File: config.mk
export PLATFORM = sky130hd
export DESIGN_NAME = rr_data_selector
export DESIGN_NICKNAME = d
export VERILOG_FILES = /design/src/rtl/rr_data_selector.sv
export SDC_FILE = /design/constraint.sdc
export NUM_CORES = 1
export LEC_CHECK = 0
export CORE_MARGIN = 5
export CORE_UTILIZATION = 39
export DETAILED_ROUTE_END_ITERATION = 7
export GPL_ROUTABILITY_DRIVEN = 0
export GPL_TIMING_DRIVEN = 0
export HOLD_SLACK_MARGIN = 0.02
export PLACE_DENSITY = 0.8
export SYNTH_ARGS = -nofsm -noshare
export SYNTH_HDL_FRONTEND = slang
export SYNTH_SLANG_ARGS = --single-unit
File: constraint.sdc
create_clock -name clk -period 2.6 [get_ports clk]
set_clock_uncertainty 0.2 [all_clocks]
set_input_delay 0.39 -clock clk [delete_from_list [all_inputs] [get_ports clk]]
set_output_delay 0.39 -clock clk [all_outputs]
set_load 0.01 [all_outputs]
File: src/rtl/rr_data_selector.sv
// rr_data_selector
//   Round-robin arbiter feeding one registered output slice. SEL_WIDTH
//   requesters, each with a valid/ready handshake, compete for a single
//   downstream port. One winner is accepted per cycle while the output
//   slice can load. The winner's payload and index are registered.
//
// Ports
//   clk             clock, rising edge
//   rst             asynchronous active-high reset
//   sel_in          per-channel request valid
//   data_in         per-channel payload (unpacked array)
//   sel_ready       one-hot accept toward the requesters
//   data_out        registered payload
//   data_out_valid  registered valid
//   data_out_ready  downstream accept
//   grant_idx       registered index of the channel that produced data_out
//   grant_cnt       per-channel saturating grant counters
//                   (present only with DATA_SELECTOR_PERF_EN)
//
// Build option
//   DATA_SELECTOR_PERF_EN  adds the grant_cnt port and its counters.
module rr_data_selector #(
    parameter int SEL_WIDTH  = 5,
    parameter int DATA_WIDTH = 5,
    parameter int CNT_WIDTH  = 16,
    localparam int IDX_W     = (SEL_WIDTH > 1) ? $clog2(SEL_WIDTH) : 1
) (
    input  logic                  clk,
    input  logic                  rst,
    input  logic [SEL_WIDTH-1:0]  sel_in,
    input  logic [DATA_WIDTH-1:0] data_in [0:SEL_WIDTH-1],
    output logic [SEL_WIDTH-1:0]  sel_ready,
    output logic [DATA_WIDTH-1:0] data_out,
    output logic                  data_out_valid,
    input  logic                  data_out_ready,
    output logic [IDX_W-1:0]      grant_idx
`ifdef DATA_SELECTOR_PERF_EN
    ,
    output logic [CNT_WIDTH-1:0]  grant_cnt [0:SEL_WIDTH-1]
`endif
);

    logic [IDX_W-1:0]      r_ptr;
    logic [IDX_W-1:0]      r_grant_idx;
    logic [DATA_WIDTH-1:0] r_data;
    logic                  r_valid;

    logic                  w_load;
    logic                  w_any;
    logic                  w_take;
    logic [IDX_W-1:0]      w_win;
    logic [IDX_W-1:0]      w_hi_idx;
    logic [IDX_W-1:0]      w_lo_idx;
    logic                  w_hi_found;
    logic [IDX_W-1:0]      w_ptr_next;

    // Single slice, no skid buffer: load only when empty or draining.
    assign w_load = !r_valid || data_out_ready;
    assign w_any  = |sel_in;
    assign w_take = w_load && w_any;

    // Scanning downward leaves the lowest matching index in each half:
    // the "hi" half is indices at or above the pointer, "lo" wraps below.
    always_comb begin
        w_hi_idx   = '0;
        w_lo_idx   = '0;
        w_hi_found = 1'b0;
        for (int i = SEL_WIDTH - 1; i >= 0; i--) begin
            if (sel_in[i]) begin
                if (i >= int'(r_ptr)) begin
                    w_hi_idx   = IDX_W'(i);
                    w_hi_found = 1'b1;
                end else begin
                    w_lo_idx = IDX_W'(i);
                end
            end
        end
        w_win = w_hi_found ? w_hi_idx : w_lo_idx;
    end

    assign w_ptr_next = (int'(w_win) == SEL_WIDTH - 1) ? '0 : w_win + 1'b1;

    // Gated by rst so an accept is never reported while in reset.
    always_comb begin
        sel_ready = '0;
        if (w_take && !rst) begin
            sel_ready[w_win] = 1'b1;
        end
    end

    always_ff @(posedge clk or posedge rst) begin
        if (rst) begin
            r_data      <= '0;
            r_valid     <= 1'b0;
            r_grant_idx <= '0;
            r_ptr       <= '0;
        end else if (w_load) begin
            if (w_any) begin
                r_data      <= data_in[w_win];
                r_valid     <= 1'b1;
                r_grant_idx <= w_win;
                r_ptr       <= w_ptr_next;
            end else begin
                r_valid <= 1'b0;
            end
        end
    end

    assign data_out       = r_data;
    assign data_out_valid = r_valid;
    assign grant_idx      = r_grant_idx;

`ifdef DATA_SELECTOR_PERF_EN
    logic [CNT_WIDTH-1:0] r_cnt [0:SEL_WIDTH-1];

    // Saturating: a counter at all-ones holds rather than wrapping.
    always_ff @(posedge clk or posedge rst) begin
        if (rst) begin
            for (int i = 0; i < SEL_WIDTH; i++) begin
                r_cnt[i] <= '0;
            end
        end else begin
            for (int i = 0; i < SEL_WIDTH; i++) begin
                if (sel_ready[i] && sel_in[i] && (r_cnt[i] != '1)) begin
                    r_cnt[i] <= r_cnt[i] + 1'b1;
                end
            end
        end
    end

    assign grant_cnt = r_cnt;
`endif

endmodule
---- Word-level counts from Yosys, hierarchy flattened ----
Cells that the tools add are included.
word-level totals
  memories ................................ 0
  RAM bits ................................ 0
  bits in latches ......................... 0
  flip-flop bits (word level) ............. 12
  memory bits (read-only) ................. 0
  input port bits ......................... 33
operators by class
  $lt $le $gt $ge ......................... 8
  muxes and demuxes ....................... 39
  multiply operators ...................... 0
  $add $sub $neg .......................... 1
  shifts and indexed selects .............. 0
  bitwise gates (word level) .............. 1
  reductions and logical operators ........ 8
  divide/modulo/power cells ............... 0
  equal/unequal tests ..................... 1
operators with widths
  operator                                                                       number
  3-bit two-way mux                                                              22
  5-bit binary-select mux with 3-bit select                                      1
  5-bit two-way mux                                                              3
  1-bit two-way mux                                                              12
  1-bit by 3-bit >= comparator with 1-bit output (first input constant)          2
  2-bit by 3-bit >= comparator with 1-bit output (first input constant)          2
  5-bit OR reduction                                                             1
  4-bit >= comparator (second input constant)                                    1
  3-bit by 4-bit less-than comparator with 1-bit output (second input constant)  1
  3-bit inverter with 4-bit output                                               1
  3-bit by 1-bit adder with 3-bit output (second input constant)                 1
  1-bit demux with 3-bit select                                                  1
  3-bit == test (second input constant)                                          1
  3-bit by 1-bit >= comparator with 1-bit output (second input constant)         1
  3-bit >= comparator (first input constant)                                     1
  1-bit logical AND                                                              3
  1-bit zero test                                                                2
  2-bit AND reduction                                                            1
  1-bit logical OR                                                               1

---- Logic depth before layout (Yosys ltp) ----
  word-level depth ........................ 17
  gate-level depth with buffers ........... 8
  gate-level depth less buffers ........... 6

---- Worst setup path after synthesis ----
Ideal clock, no wire load.
  path type ............................... reg2out
  start ................................... register r_ptr[1]
  end ..................................... output sel_ready[3]
  path slack .............................. 149 ps
  arrival time ............................ 1,861 ps
  cell stages (with the launch flop) ...... 9
  data required time ...................... 2,010 ps
  cell sequence ........................... dfrtp_1 > buf_6 > o31a_1 > o22ai_1 > a21oi_1 > or2_0 > buf_2 > or3_1 > nor2b_1
between the ends
  cells in the longest elaborated chain, start to end .. 17
ends and longest elaborated chain
  what                                                                                                                                           RTL line  text
  from (decl)                                                                                                                                    43        logic [IDX_W-1:0] r_ptr;
  from (signal assigned)                                                                                                                         102       r_ptr <= w_ptr_next;
  3-bit >= comparator                                                                                                                            70        if (i >= int'(r_ptr)) begin
  1-bit two-way mux or 3-bit two-way mux (tied branches)                                                                                         70
  1-bit two-way mux or 3-bit two-way mux (tied branches)                                                                                         69        if (sel_in[i]) begin
  1-bit two-way mux or 3-bit two-way mux (tied branches)                                                                                         70
  1-bit two-way mux or 3-bit two-way mux (tied branches)                                                                                         69
  1-bit two-way mux or 3-bit two-way mux (tied branches)                                                                                         70
  1-bit two-way mux or 3-bit two-way mux (tied branches)                                                                                         69
  1-bit two-way mux or 3-bit two-way mux (tied branches)                                                                                         70
  1-bit two-way mux or 3-bit two-way mux (tied branches)                                                                                         69
  1-bit two-way mux or 3-bit two-way mux (tied branches)                                                                                         70
  1-bit two-way mux or 3-bit two-way mux (tied branches)                                                                                         69
  3-bit two-way mux *                                                                                                                            78        w_win = w_hi_found ? w_hi_idx : w_lo_idx;
  3-bit by 4-bit less-than comparator with 1-bit output (not written as such) or 3-bit by 1-bit >= comparator with 1-bit output (tied branches)  87        sel_ready[w_win] = 1'b1;
  1-bit logical AND (not written as such)                                                                                                        87
  1-bit two-way mux (not written as such)                                                                                                        87
  1-bit demux with 3-bit select *                                                                                                                87
  5-bit two-way mux *                                                                                                                            86        if (w_take && !rst) begin
  to (decl)                                                                                                                                      32        output logic [SEL_WIDTH-1:0] sel_ready,
Every way passes the cells marked *; elsewhere a longest branch is shown, timed or not.

---- Final worst setup path ----
  start ................................... register r_ptr[0]
  end ..................................... output sel_ready[3]
The elaborated chain is that of the path after synthesis.

==> qor.log <==
INFO  synth          post-synth-top-count-cell=sky130_fd_sc_hd__dfrtp_1
INFO  grt            grt_pass1_vias=1146
INFO  sta            max-slew-margin-rel=45.34%
INFO  detailed_routing drtPass1Iterations=4
INFO  place          port-buffer-count=46
INFO  status         failed_checks=setup timing
INFO  sta            report.final.slew_viol_count=0
INFO  synth          simple_gate_share_of_the_synthesized_area=24.15%
INFO  synth          yosys_register_bits=12
INFO  final_layout   syn_to_final_growth=76.94%
INFO  synth          post_synth_num_cell_types=36
INFO  synth          netlist_top_cells_area=sky130_fd_sc_hd__dfrtp_1 (33%), sky130_fd_sc_hd__mux2i_1 (6.5%), sky130_fd_sc_hd__o21ai_0 (6.0%)
INFO  pwr            p_total=0.001540W
INFO  sta            final.setup.worst_slack=-0.1222ns
INFO  clocking       htree_levels=1
INFO  synth          ys_warn_count=0
INFO  grt            grt_most_used_layer=met2
INFO  clocking       root_buffer=sky130_fd_sc_hd__clkbuf_4
INFO  synth          dominantRegCellSynth=sky130_fd_sc_hd__dfrtp_1
INFO  clocking       worst_setup_hold_path_clk_slew=0.08ns
INFO  synth          synth_top_cells_by_count=sky130_fd_sc_hd__dfrtp_1 (12), sky130_fd_sc_hd__nand2_1 (11), sky130_fd_sc_hd__o21ai_0 (11)
INFO  sta            hold_slack=0.2810ns
INFO  synth          yosys.area_share.adder=0%
INFO  sta            hold_violations=0
INFO  detailed_routing wl=3.389mm
INFO  final_layout   design_area=0.001623mm2
INFO  clocking       cts-hold-fix-buffers=0
INFO  grt            grt_max_degree=14
INFO  detailed_routing drc=0
INFO  sta            tightestPinTransition=0.8136ns
INFO  final_layout   design.final.nets=204
INFO  detailed_routing violation_count_after_the_first_detailed_routing_iteration=34
INFO  floorplanning  placement_rows=17
INFO  grt            groute.layer.met3.usage=5.263%
INFO  status         result_of_the_run=complete, but fails checks
INFO  synth          avgSynthCellArea=8.571um2
INFO  floorplanning  die-width=58.50um
INFO  final_layout   filler_cell_count=170
INFO  synth          synth_area_leader_cell=sky130_fd_sc_hd__dfrtp_1
INFO  detailed_routing post_dr_wirelength_cell=17.20um
INFO  clocking       cts_sinks=12
INFO  synth          synthDominantCellAreaShare=32.74%
INFO  floorplanning  fp.dieArea=0.003422mm2
INFO  pwr            p_per_area=948.7mW/mm2
INFO  floorplanning  fp.coreArea=0.002233mm2
INFO  worst_setup_path cp_data_required_time=2.01ns
INFO  synth          post_synth_xor_area_fraction=0.9550%
INFO  synth          seq_area_frac_synth=32.74%
INFO  final_layout   layout.core_utilization=72.66%
INFO  clocking       tritoncts_clock_tree=built
INFO  synth          synth_top_family_by_area=compound AO/OA/AOI/OAI gates
INFO  detailed_routing num_vias=1121
INFO  grt            gr-usage-all-layers=19.93%
INFO  worst_setup_path timing.critical_path.to_type=primary output
INFO  worst_setup_path criticalPathCategory=flip-flop to primary output
INFO  grt            grt_first_pass_wirelength=5.257mm
INFO  grt            met1_usage=24.43%
INFO  clocking       clk_latency=0.28ns
INFO  sta            peak_freq=367.3MHz
INFO  detailed_routing viasPerCell=5.690
INFO  place          detailedPlace.worstSlack=-0.9362ns
INFO  place          placed_cell_area=0.001413mm2
INFO  synth          mapped_area=917.1um2
INFO  worst_setup_path category_of_the_worst_setup_path_launch_point=flip-flop
INFO  grt            grt_antenna_before_repair=0
INFO  place          post-dp-hpwl=2.267mm
INFO  final_layout   final_layout_size_suffix_gt1_share=31.95%
INFO  clocking       cts_max_path_buffers=2
INFO  pwr            cellLeakagePower=0.6929nW
INFO  synth          muxShareOfSynthArea=9.823%
INFO  floorplanning  floorplan.io_pins=47
INFO  pwr            ir_worst_vdd=571.2uV
INFO  synth          synth_edf_count=0
INFO  hold_path      min-delay-path-class=flip-flop to flip-flop
INFO  detailed_routing route.antenna.remaining_nets=0
INFO  sta            timing.final.crit_period=2.722ns
INFO  floorplanning  die_height=58.50um
INFO  synth          synthesis.instances=107
INFO  synth          synth_nets=140
INFO  final_layout   n_antenna_cell=0
INFO  grt            met2_usage=32.06%
INFO  worst_setup_path timing.reg2reg.setup_slack=0.06ns
INFO  floorplanning  start_util=41.06%
INFO  worst_setup_path crit_fanout=5
INFO  sta            setup_repair_after_global_routing_missed_its_margin=yes
INFO  clocking       numCtsBuffers=3
INFO  worst_setup_path cp.arrival=2.13ns
INFO  sta            post-route-period-util=104.7%
INFO  synth          async_reset_ff_share=100.0%
INFO  synth          fraction_of_the_mapped_netlist_area_in_compound_gates=25.92%
INFO  sta            finalSetupViolCount=4
INFO  flow_run       max_cap_viols=0
INFO  grt            gr-total-overflow=0
[state kept, by name, indices dropped and copies added, names as in the netlist]
signal and cells:
grant_idx 3, r_ptr 3, data_out_valid 1, data_out 5
[worst max-delay path, stage by stage (launching register included)]
cell and delay (ns):
sky130_fd_sc_hd__dfrtp_2 0.45, sky130_fd_sc_hd__a21bo_1 0.24, sky130_fd_sc_hd__a21oi_2 0.24, sky130_fd_sc_hd__a21oi_2 0.08, sky130_fd_sc_hd__or2_4 0.27, sky130_fd_sc_hd__or3_4 0.34, sky130_fd_sc_hd__nor2b_2 0.10, sky130_fd_sc_hd__buf_2 0.13
[cell type report]
cell class | instances | area (um2) | area share (%)
Tap cell | 28 | 35.03 | 2.159
Clock buffer | 3 | 22.52 | 1.388
Inverter | 3 | 11.26 | 0.6939
Buffer | 4 | 38.79 | 2.390
Timing Repair Buffer | 62 | 556.8 | 34.31
Multi-Input combinational cell | 85 | 655.6 | 40.40
Sequential cell | 12 | 302.8 | 18.66
[cells by family (layout without fill, tap and decap cells)]
kind of cell,count (synthesis),in the layout
simple gates,41,41
compound gates,35,35
flops,12,12
buf+inv,10,72
mux,8,8
xor+xnor,1,1
[final timing paths]
path	startpoint	depth (start not counted)	to
max in group asynchronous	rst	2	r_ptr[1]
worst min register to register	grant_idx[2]	2	grant_idx[2]
worst max-delay path	r_ptr[0]	7	sel_ready[3]
min in group asynchronous	rst	2	data_out[1]
worst min-delay path	grant_idx[2]	2	grant_idx[2]
worst max register to register	r_ptr[0]	11	data_out[4]
[placed cells by master (no fill, tap or decap), drive strengths merged, types with 2 or more instances in the layout]
cell type	n
dlygate4sd2	4
mux2	2
clkdlybuf4s15	2
nand2b	2
dfrtp	12
or3	5
o21ai	12
a21o	2
clkbuf	4
nand2	11
clkdlybuf4s50	36
buf	23
nor3	3
inv	3
nor2	7
a21oi	6
a221o	2
nor2b	8
a221oi	3
mux2i	6
a211oi	2
[where the power goes]
group	switching (W)	internal, W	leakage, nW
Clock	0.0000615	0.0000537	0.0138
Sequential	0.0000629	0.000270	0.140
Combinational	0.000495	0.000597	0.539
[per-layer routing]
layer,vias up,wire (um)
met5,-,0
met2,68,1609
met4,0,162
li1,519,-
met3,17,298
met1,517,1319
[per-stage QoR]
stage          instances  setup TNS (ns)
2_1_floorplan        107               0
3_3_place_gp         181          -4.845
3_5_place_dp         181          -5.504
4_1_cts              193         -0.2790
5_1_grt              197         -0.9067
6_report             197         -0.2758
[timing repair]
action | CTS | global route
pin swaps | 9 | 8
resized for setup | 41 | 19
setup buffers | 11 | 6
endpoints found under the setup margin | 5 | 10
Note: power is estimated with default switching activity, not from simulation.
